## config.mk

```make
export PLATFORM = sky130hd
export DESIGN_NAME = uart_tx_fifo
export DESIGN_NICKNAME = d
export VERILOG_FILES = /design/src/rtl/uart_tx_fifo.sv
export SDC_FILE = /design/constraint.sdc
export NUM_CORES = 1
export LEC_CHECK = 0
export BUFFER_PORTS_ARGS = -buffer_cell sky130_fd_sc_hd__clkbuf_2
export CORE_ASPECT_RATIO = 0.75
export CORE_MARGIN = 2
export CORE_UTILIZATION = 55
export CTS_CLUSTER_SIZE = 24
export DETAILED_ROUTE_END_ITERATION = 7
export PLACE_DENSITY = 0.81
export SETUP_SLACK_MARGIN = 0.4
export SLEW_MARGIN = 40
export SYNTH_ARGS = -nofsm -noshare
export SYNTH_HDL_FRONTEND = slang
export SYNTH_SLANG_ARGS = --single-unit
```

## constraint.sdc

```tcl
create_clock -name clk -period 3.25 [get_ports clk]
set_input_delay 0.325 -clock clk [delete_from_list [all_inputs] [get_ports clk]]
set_output_delay 0.325 -clock clk [all_outputs]
set_load 0.01 [all_outputs]
```

## src/rtl/uart_tx_fifo.sv

```systemverilog
// First-word-fall-through byte FIFO feeding a UART transmitter over valid/ready.
// Optional registered almost-full flag o_afull is compiled in with `define UART_TX_FIFO_AFULL_EN.
module uart_tx_fifo #(
  parameter int DATA_W   = 8,
  parameter int DEPTH    = 16,
  parameter int AFULL_TH = 12
) (
  input  logic                     clk,
  input  logic                     rst,
  input  logic                     i_wr_valid,
  input  logic [DATA_W-1:0]        i_wr_data,
  output logic                     o_wr_ready,
  output logic                     o_rd_valid,
  output logic [DATA_W-1:0]        o_rd_data,
  input  logic                     i_rd_ready,
  output logic [$clog2(DEPTH):0]   o_count
`ifdef UART_TX_FIFO_AFULL_EN
  ,
  output logic                     o_afull
`endif
);

  localparam int AW = $clog2(DEPTH);
  localparam int PW = AW + 1;
  localparam logic [PW-1:0] FULL_CNT  = PW'(DEPTH);
  localparam logic [PW-1:0] ZERO_CNT  = {PW{1'b0}};
  localparam logic [PW-1:0] ONE_CNT   = {{AW{1'b0}}, 1'b1};
  localparam logic [PW-1:0] AFULL_CNT = PW'(AFULL_TH);

  // Parameter sanity checks at elaboration time.
  if ((DEPTH < 2) || ((DEPTH & (DEPTH - 1)) != 0)) begin : g_bad_depth
    $error("uart_tx_fifo: DEPTH must be a power of 2 and at least 2");
  end
  if ((AFULL_TH < 1) || (AFULL_CNT > FULL_CNT)) begin : g_bad_afull
    $error("uart_tx_fifo: AFULL_TH must lie in 1..DEPTH");
  end

  logic [DATA_W-1:0] mem_q [DEPTH];
  logic [PW-1:0]     wr_ptr_q, wr_ptr_d;
  logic [PW-1:0]     rd_ptr_q, rd_ptr_d;
  logic [PW-1:0]     count_q,  count_d;
  logic              ptr_empty_s;
  logic              ptr_full_s;
  logic              wr_en_s;
  logic              rd_en_s;
`ifdef UART_TX_FIFO_AFULL_EN
  logic              afull_q;
`endif

  // Wrap bit distinguishes full from empty when the index bits match.
  assign ptr_empty_s = (wr_ptr_q == rd_ptr_q);
  assign ptr_full_s  = (wr_ptr_q[AW-1:0] == rd_ptr_q[AW-1:0]) && (wr_ptr_q[AW] != rd_ptr_q[AW]);

  assign o_wr_ready = (count_q != FULL_CNT);
  assign o_rd_valid = (count_q != ZERO_CNT);
  assign o_rd_data  = o_rd_valid ? mem_q[rd_ptr_q[AW-1:0]] : {DATA_W{1'b0}};
  assign o_count    = count_q;
`ifdef UART_TX_FIFO_AFULL_EN
  assign o_afull    = afull_q;
`endif

  // Next-state pointers and occupancy from the accepted handshakes.
  always_comb begin
    wr_en_s  = 1'b0;
    rd_en_s  = 1'b0;
    wr_ptr_d = wr_ptr_q;
    rd_ptr_d = rd_ptr_q;
    count_d  = count_q;
    wr_en_s  = i_wr_valid && !ptr_full_s;
    rd_en_s  = i_rd_ready && !ptr_empty_s;
    if (wr_en_s) begin
      wr_ptr_d = wr_ptr_q + ONE_CNT;
    end else begin
      wr_ptr_d = wr_ptr_q;
    end
    if (rd_en_s) begin
      rd_ptr_d = rd_ptr_q + ONE_CNT;
    end else begin
      rd_ptr_d = rd_ptr_q;
    end
    case ({wr_en_s, rd_en_s})
      2'b10:   count_d = count_q + ONE_CNT;
      2'b01:   count_d = count_q - ONE_CNT;
      default: count_d = count_q;
    endcase
  end

  // Control state: pointers, occupancy and optional almost-full flag.
  always_ff @(posedge clk or posedge rst) begin
    if (rst) begin
      wr_ptr_q <= ZERO_CNT;
      rd_ptr_q <= ZERO_CNT;
      count_q  <= ZERO_CNT;
`ifdef UART_TX_FIFO_AFULL_EN
      afull_q  <= 1'b0;
`endif
    end else begin
      wr_ptr_q <= wr_ptr_d;
      rd_ptr_q <= rd_ptr_d;
      count_q  <= count_d;
`ifdef UART_TX_FIFO_AFULL_EN
      afull_q  <= (count_d >= AFULL_CNT);
`endif
    end
  end

  // Storage array is deliberately left out of reset.
  always_ff @(posedge clk) begin
    if (wr_en_s && !rst) begin
      mem_q[wr_ptr_q[AW-1:0]] <= i_wr_data;
    end
  end

endmodule

```

-- Word level (Yosys, flattened, before mapping)
Memory sizes are Yosys's and may differ from the RTL's.
Index checks and enable logic that the tools add are counted.
- memories: 1
- logic and storage cells: 27
- output and inout bits: 15
- bits in writable memories: 128
- register bits after elaboration: 15
- bits of input ports: 12
- memories (name ; words ; bits a word ; read ports ; clocked after Yosys merged registers in ; write ports ; RTL line ; text):
    mem_q ; 16 ; 8 ; 1 ; 0 ; 1 ; 38 ; logic [DATA_W-1:0] mem_q [DEPTH];
- equality and inequality tests: 6
- multiplexer cells: 4
- $add $sub $neg: 4
- reduce and logical (&&, ||, !) cells: 9
- operator list (operator ; count):
    adder 5 x 1 -> 5 bit (second input constant) ; 3
    one-hot mux 5 bit (2 select lines) ; 1
    two-way mux 8 bit ; 1
    == test 5 bit ; 1
    != test 5 bit (second input constant) ; 1
    nonzero test 5 bit ; 1
    subtractor 5 x 1 -> 5 bit (second input constant) ; 1
    == test 4 bit ; 1
    logical AND 1 bit ; 4
    logical NOT 1 bit ; 3
    == test 2 x 1 -> 1 bit (second input constant) ; 1
    == test 2 bit (second input constant) ; 1
    two-way mux 1 bit ; 2
    nonzero test 2 bit ; 1
    != test 1 bit ; 1

-- Longest topological paths before layout
- depth in word-level cells: 7
- gate-level depth with buffers: 12
- depth with buffers taken out: 11

-- Worst setup path after synthesis
OpenSTA, ideal clock, no wires.
- path type: flip-flop to flip-flop
- from: register rd_ptr_q[1]
- to: register count_q[4] (netlist: o_count[4])
- path slack: 435 ps
- stages on the path, launching flop included: 12
- required time: 3134 ps
- arrival time: 2699 ps
- period minus slack after synthesis: 2815 ps
- setup time: 116 ps
- path buffers: 1
- path through: dfrtp_1 > buf_6 > xnor2_1 > nand4_2 > o21ai_1 > inv_1 > ha_1 > ha_1 > nor2b_1 > o21a_1 > or2_2 > o311ai_0
- elaborated cells on any way between the ends: 11
- classes of those cells: eq/ne (4); mux (1); reduce/logical (6)
- RTL lines (what ; RTL line ; text):
    from (decl) ; 40 ; logic [PW-1:0] rd_ptr_q, rd_ptr_d;
    from (signal assigned) ; 99 ; rd_ptr_q <= rd_ptr_d;
    == test 5 bit (*) ; 51 ; assign ptr_empty_s = (wr_ptr_q == rd_ptr_q);
    logical NOT 1 bit (*) ; 70 ; rd_en_s = i_rd_ready && !ptr_empty_s;
    logical AND 1 bit (*) ; 70 ;
    named net rd_en_s ; 45 ; logic rd_en_s;
    == test 2 x 1 -> 1 bit or == test 2 bit (tied branches) ; 81 ; case ({wr_en_s, rd_en_s})
    one-hot mux 5 bit (2 select lines) or nonzero test 2 bit (tied branches) ; - ;
    to (signal assigned) ; 100 ; count_q <= count_d;
    to (decl) ; 41 ; logic [PW-1:0] count_q, count_d;
Mark *: on every way through the listed nets, which the timed path passes. The rest lies on a longest branch.
A chain may end at the register's enable or synchronous reset.

-- Worst setup path in the final report
- from: register wr_ptr_q[2]
- to: register count_q[4] (netlist: o_count[4])
- elaborated cells on any way between the ends: 11
- classes of those cells: eq/ne (4); mux (1); reduce/logical (6)
- RTL lines (what ; RTL line ; text):
    from (decl) ; 39 ; logic [PW-1:0] wr_ptr_q, wr_ptr_d;
    from (signal assigned) ; 98 ; wr_ptr_q <= wr_ptr_d;
    == test 5 bit (*) ; 51 ;
    logical NOT 1 bit (*) ; 70 ;
    logical AND 1 bit (*) ; 70 ;
    named net rd_en_s ; 45 ;
    == test 2 x 1 -> 1 bit or == test 2 bit (tied branches) ; 81 ;
    one-hot mux 5 bit (2 select lines) or nonzero test 2 bit (tied branches) ; - ;
Marked as above.

==> flow_summary.ini <==
[route]
drt_iter0_markers = 428
viasPerCell = 6.12
vias = 3260
routedWlPerCell_microns = 23.5
wl_microns = 12500
drc_errors = 0
antenna_left = 0
firstDrtPassIters = 5

[sta]
rsz0062_at_grt = yes
finalCritPeriodShare = 0.865
hold_viol = 0
min_period_ns = 2.81
worst_slew_pin_slew_ns = 0.595
setup_violations = 0
maxSlewViolCount = 0
clock_skew_ns = 0.00577
slew_headroom = 0.600
timing.setup.tns_ns = 0
max_freq_mhz = 356

[place]
dp_cells = 496
gp_congestion = 0.803
dpl_cell_area_sq_um = 6450
portBuffers = 26
dp.final_hpwl_microns = 7200

[clocking]
ctsRootBufferMaster = clkbuf_16
cts.clk_slew.worst_paths_ns = 0.06
clock-sinks = 143
cts_tree = built
cts_buffers = 17
cts.htree.levels = 4
clock_latency_ns = 0.42
clockBufferDepth = 2
ctsHoldBuffers = 0

[power_and_ir_drop]
vdd_drop_max_mv = 0.688
total_leakage_power_uw = 0.00250
power_density_nw_per_um2 = 893

[die]
io_pins = 27
coreArea_sq_um = 10900
start_util = 0.559
fp.dieArea_sq_um = 11900
fp.dieW_microns = 125
die-height_microns = 95.0
placementRows = 33

[synthesis]
synthArstFlopShare = 0.105
synth_top_area_share = 0.633
ys_ff_latch = 143
dominantRegCellSynth = edfxtp_1
syn_area_sq_um = 6070
synth_area_leaders = edfxtp_1 (63%), mux4_2 (7.4%), dfrtp_1 (6.2%), mux4_1 (4.8%), ha_1 (1.9%)
ys.warnings.count = 0
synth.distinct_cells = 42
syn_area_per_cell_sq_um = 18.5
synth_nets = 350
yosys.area.top_type = edfxtp_1
synth_seq_area_share = 0.695
syn_inst = 328
synth-edff-count = 128

[cells_and_area]
layout_commonest_cell = edfxtp_1
utilization = 0.656
area_delta_synth_final_pct = 17.4
layout-drive-gt1-share = 0.331
antenna_cells = 0
fill_cells = 697
fin_nets = 402
fin_cells = 533
stdcell_area_sq_um = 7130
layout_common_cells = edfxtp_1 (128), clkbuf_2 (26), buf_4 (25)

[setup_path]
reg2regPathDepth = 10
r2r_slack_ns = 0.44
path_max_fanout = 8
r2r-start = wr_ptr_q[2]
start_kind = register
timing.rr.end = o_count[4]
cp-end-kind = register
worstPathArrival_ns = 3.09
critPathRequiredTime_ns = 3.53
path_class = register to register

[status]
status = completed

[global_route]
grt_util_all_layers = 0.224
grt_max_degree = 36
grt_antenna_before_repair = 0
grt_pass1_vias = 3264
grt_pass1_wl_microns = 18800
overflow = 0

[flow_run]
max_cap_viol_count = 0

[hold_path]
min_path_type = input port to async pin
## routing by layer
layer / share of wire / GRT usage / vias up
met3: 0.075 / 0.0657 / 15
li1: - / - / 1431
met4: 0.011 / 0.0620 / 0
met2: 0.50 / 0.359 / 150
met5: 0 / 0 / -
met1: 0.41 / 0.307 / 1664
## where the power goes
group | switching [uW] | total (uW) | internal [uW]
sequential | 172 | 2360 | 2190
clock | 751 | 1810 | 1060
combinational | 1170 | 2190 | 1020
total | 2090 | 6360 | 4270
## logic make-up after synthesis
logic type      share of synthesized area
compound gates                     0.0377
xor+xnor                           0.0216
fa+ha+maj                          0.0219
buf+inv                            0.0245
flops                               0.695
mux                                 0.157
simple gates                       0.0423
## state kept, by name (all words and copies together) (netlist names)
| register | cells |
|---|---|
| mem_q | 128 |
| o_count | 5 |
| rd_ptr_q | 5 |
| wr_ptr_q | 5 |
## critical path: stages, from the launching register on
cell and delay, ns:
dfrtp_1 0.49, xnor2_2 0.24, nand4_4 0.21, o21ai_4 0.23, inv_1 0.10, ha_4 0.19
ha_1 0.31, nor2b_1 0.17, o21a_1 0.20, o311ai_0 0.37, o311ai_1 0.16
## Yosys cell counts, types with 4 or more instances
| cell | number |
|---|---|
| edfxtp_1 | 128 |
| mux4_2 | 20 |
| dfrtp_1 | 15 |
| nor4_1 | 13 |
| xnor2_1 | 12 |
| mux4_1 | 11 |
| mux2_2 | 10 |
| mux2i_1 | 10 |
| nand2_1 | 10 |
| buf_2 | 9 |
| ha_1 | 9 |
| a21oi_1 | 8 |
| inv_1 | 8 |
| o21ai_0 | 8 |
| clkbuf_1 | 5 |
| nand2b_1 | 5 |
| nor3_1 | 5 |
| o211ai_1 | 4 |
## cell type report
class                           instances  area [sq um]  share of cell area
Sequential cell                       143          4220               0.592
Clock buffer                           20           437              0.0613
Clock inverter                         12           111              0.0156
Multi-Input combinational cell        157          1810               0.254
Inverter                                9          35.0             0.00492
Tap cell                              140           175              0.0246
Timing Repair Buffer                   52           338              0.0474
## stage by stage
| stage | setup slack, ns | total power (uW) | hold slack (ns) |
|---|---|---|---|
| floorplan | 0.435 | 3860 | 0.424 |
| global placement | 0.336 | 4330 | 0.535 |
| detailed placement | 0.207 | 4390 | 0.549 |
| CTS | 0.364 | 6290 | 0.203 |
| global route | 0.307 | 6650 | 0.270 |
| finish | 0.440 | 6360 | 0.214 |
## worst max-delay path by stage
stage	start	to	slack (ns)	cells past startpoint
global route	wr_ptr_q[2]	o_count[4]	0.31	10
floorplan	rd_ptr_q[1]	o_count[4]	0.44	11
CTS	wr_ptr_q[3]	o_count[4]	0.36	10
finish	wr_ptr_q[2]	o_count[4]	0.44	10
detailed placement	wr_ptr_q[2]	o_count[4]	0.21	10
global placement	wr_ptr_q[2]	o_count[4]	0.34	10
## timing repair
| item | CTS | global route |
|---|---|---|
| buffers inserted | 0 | 5 |
| gates resized for setup | 10 | 6 |
| setup endpoints to repair | 8 | 5 |
| gates cloned | 0 | 0 |
| pin swaps | 1 | 2 |
Note: power is estimated with default switching activity, not from simulation.
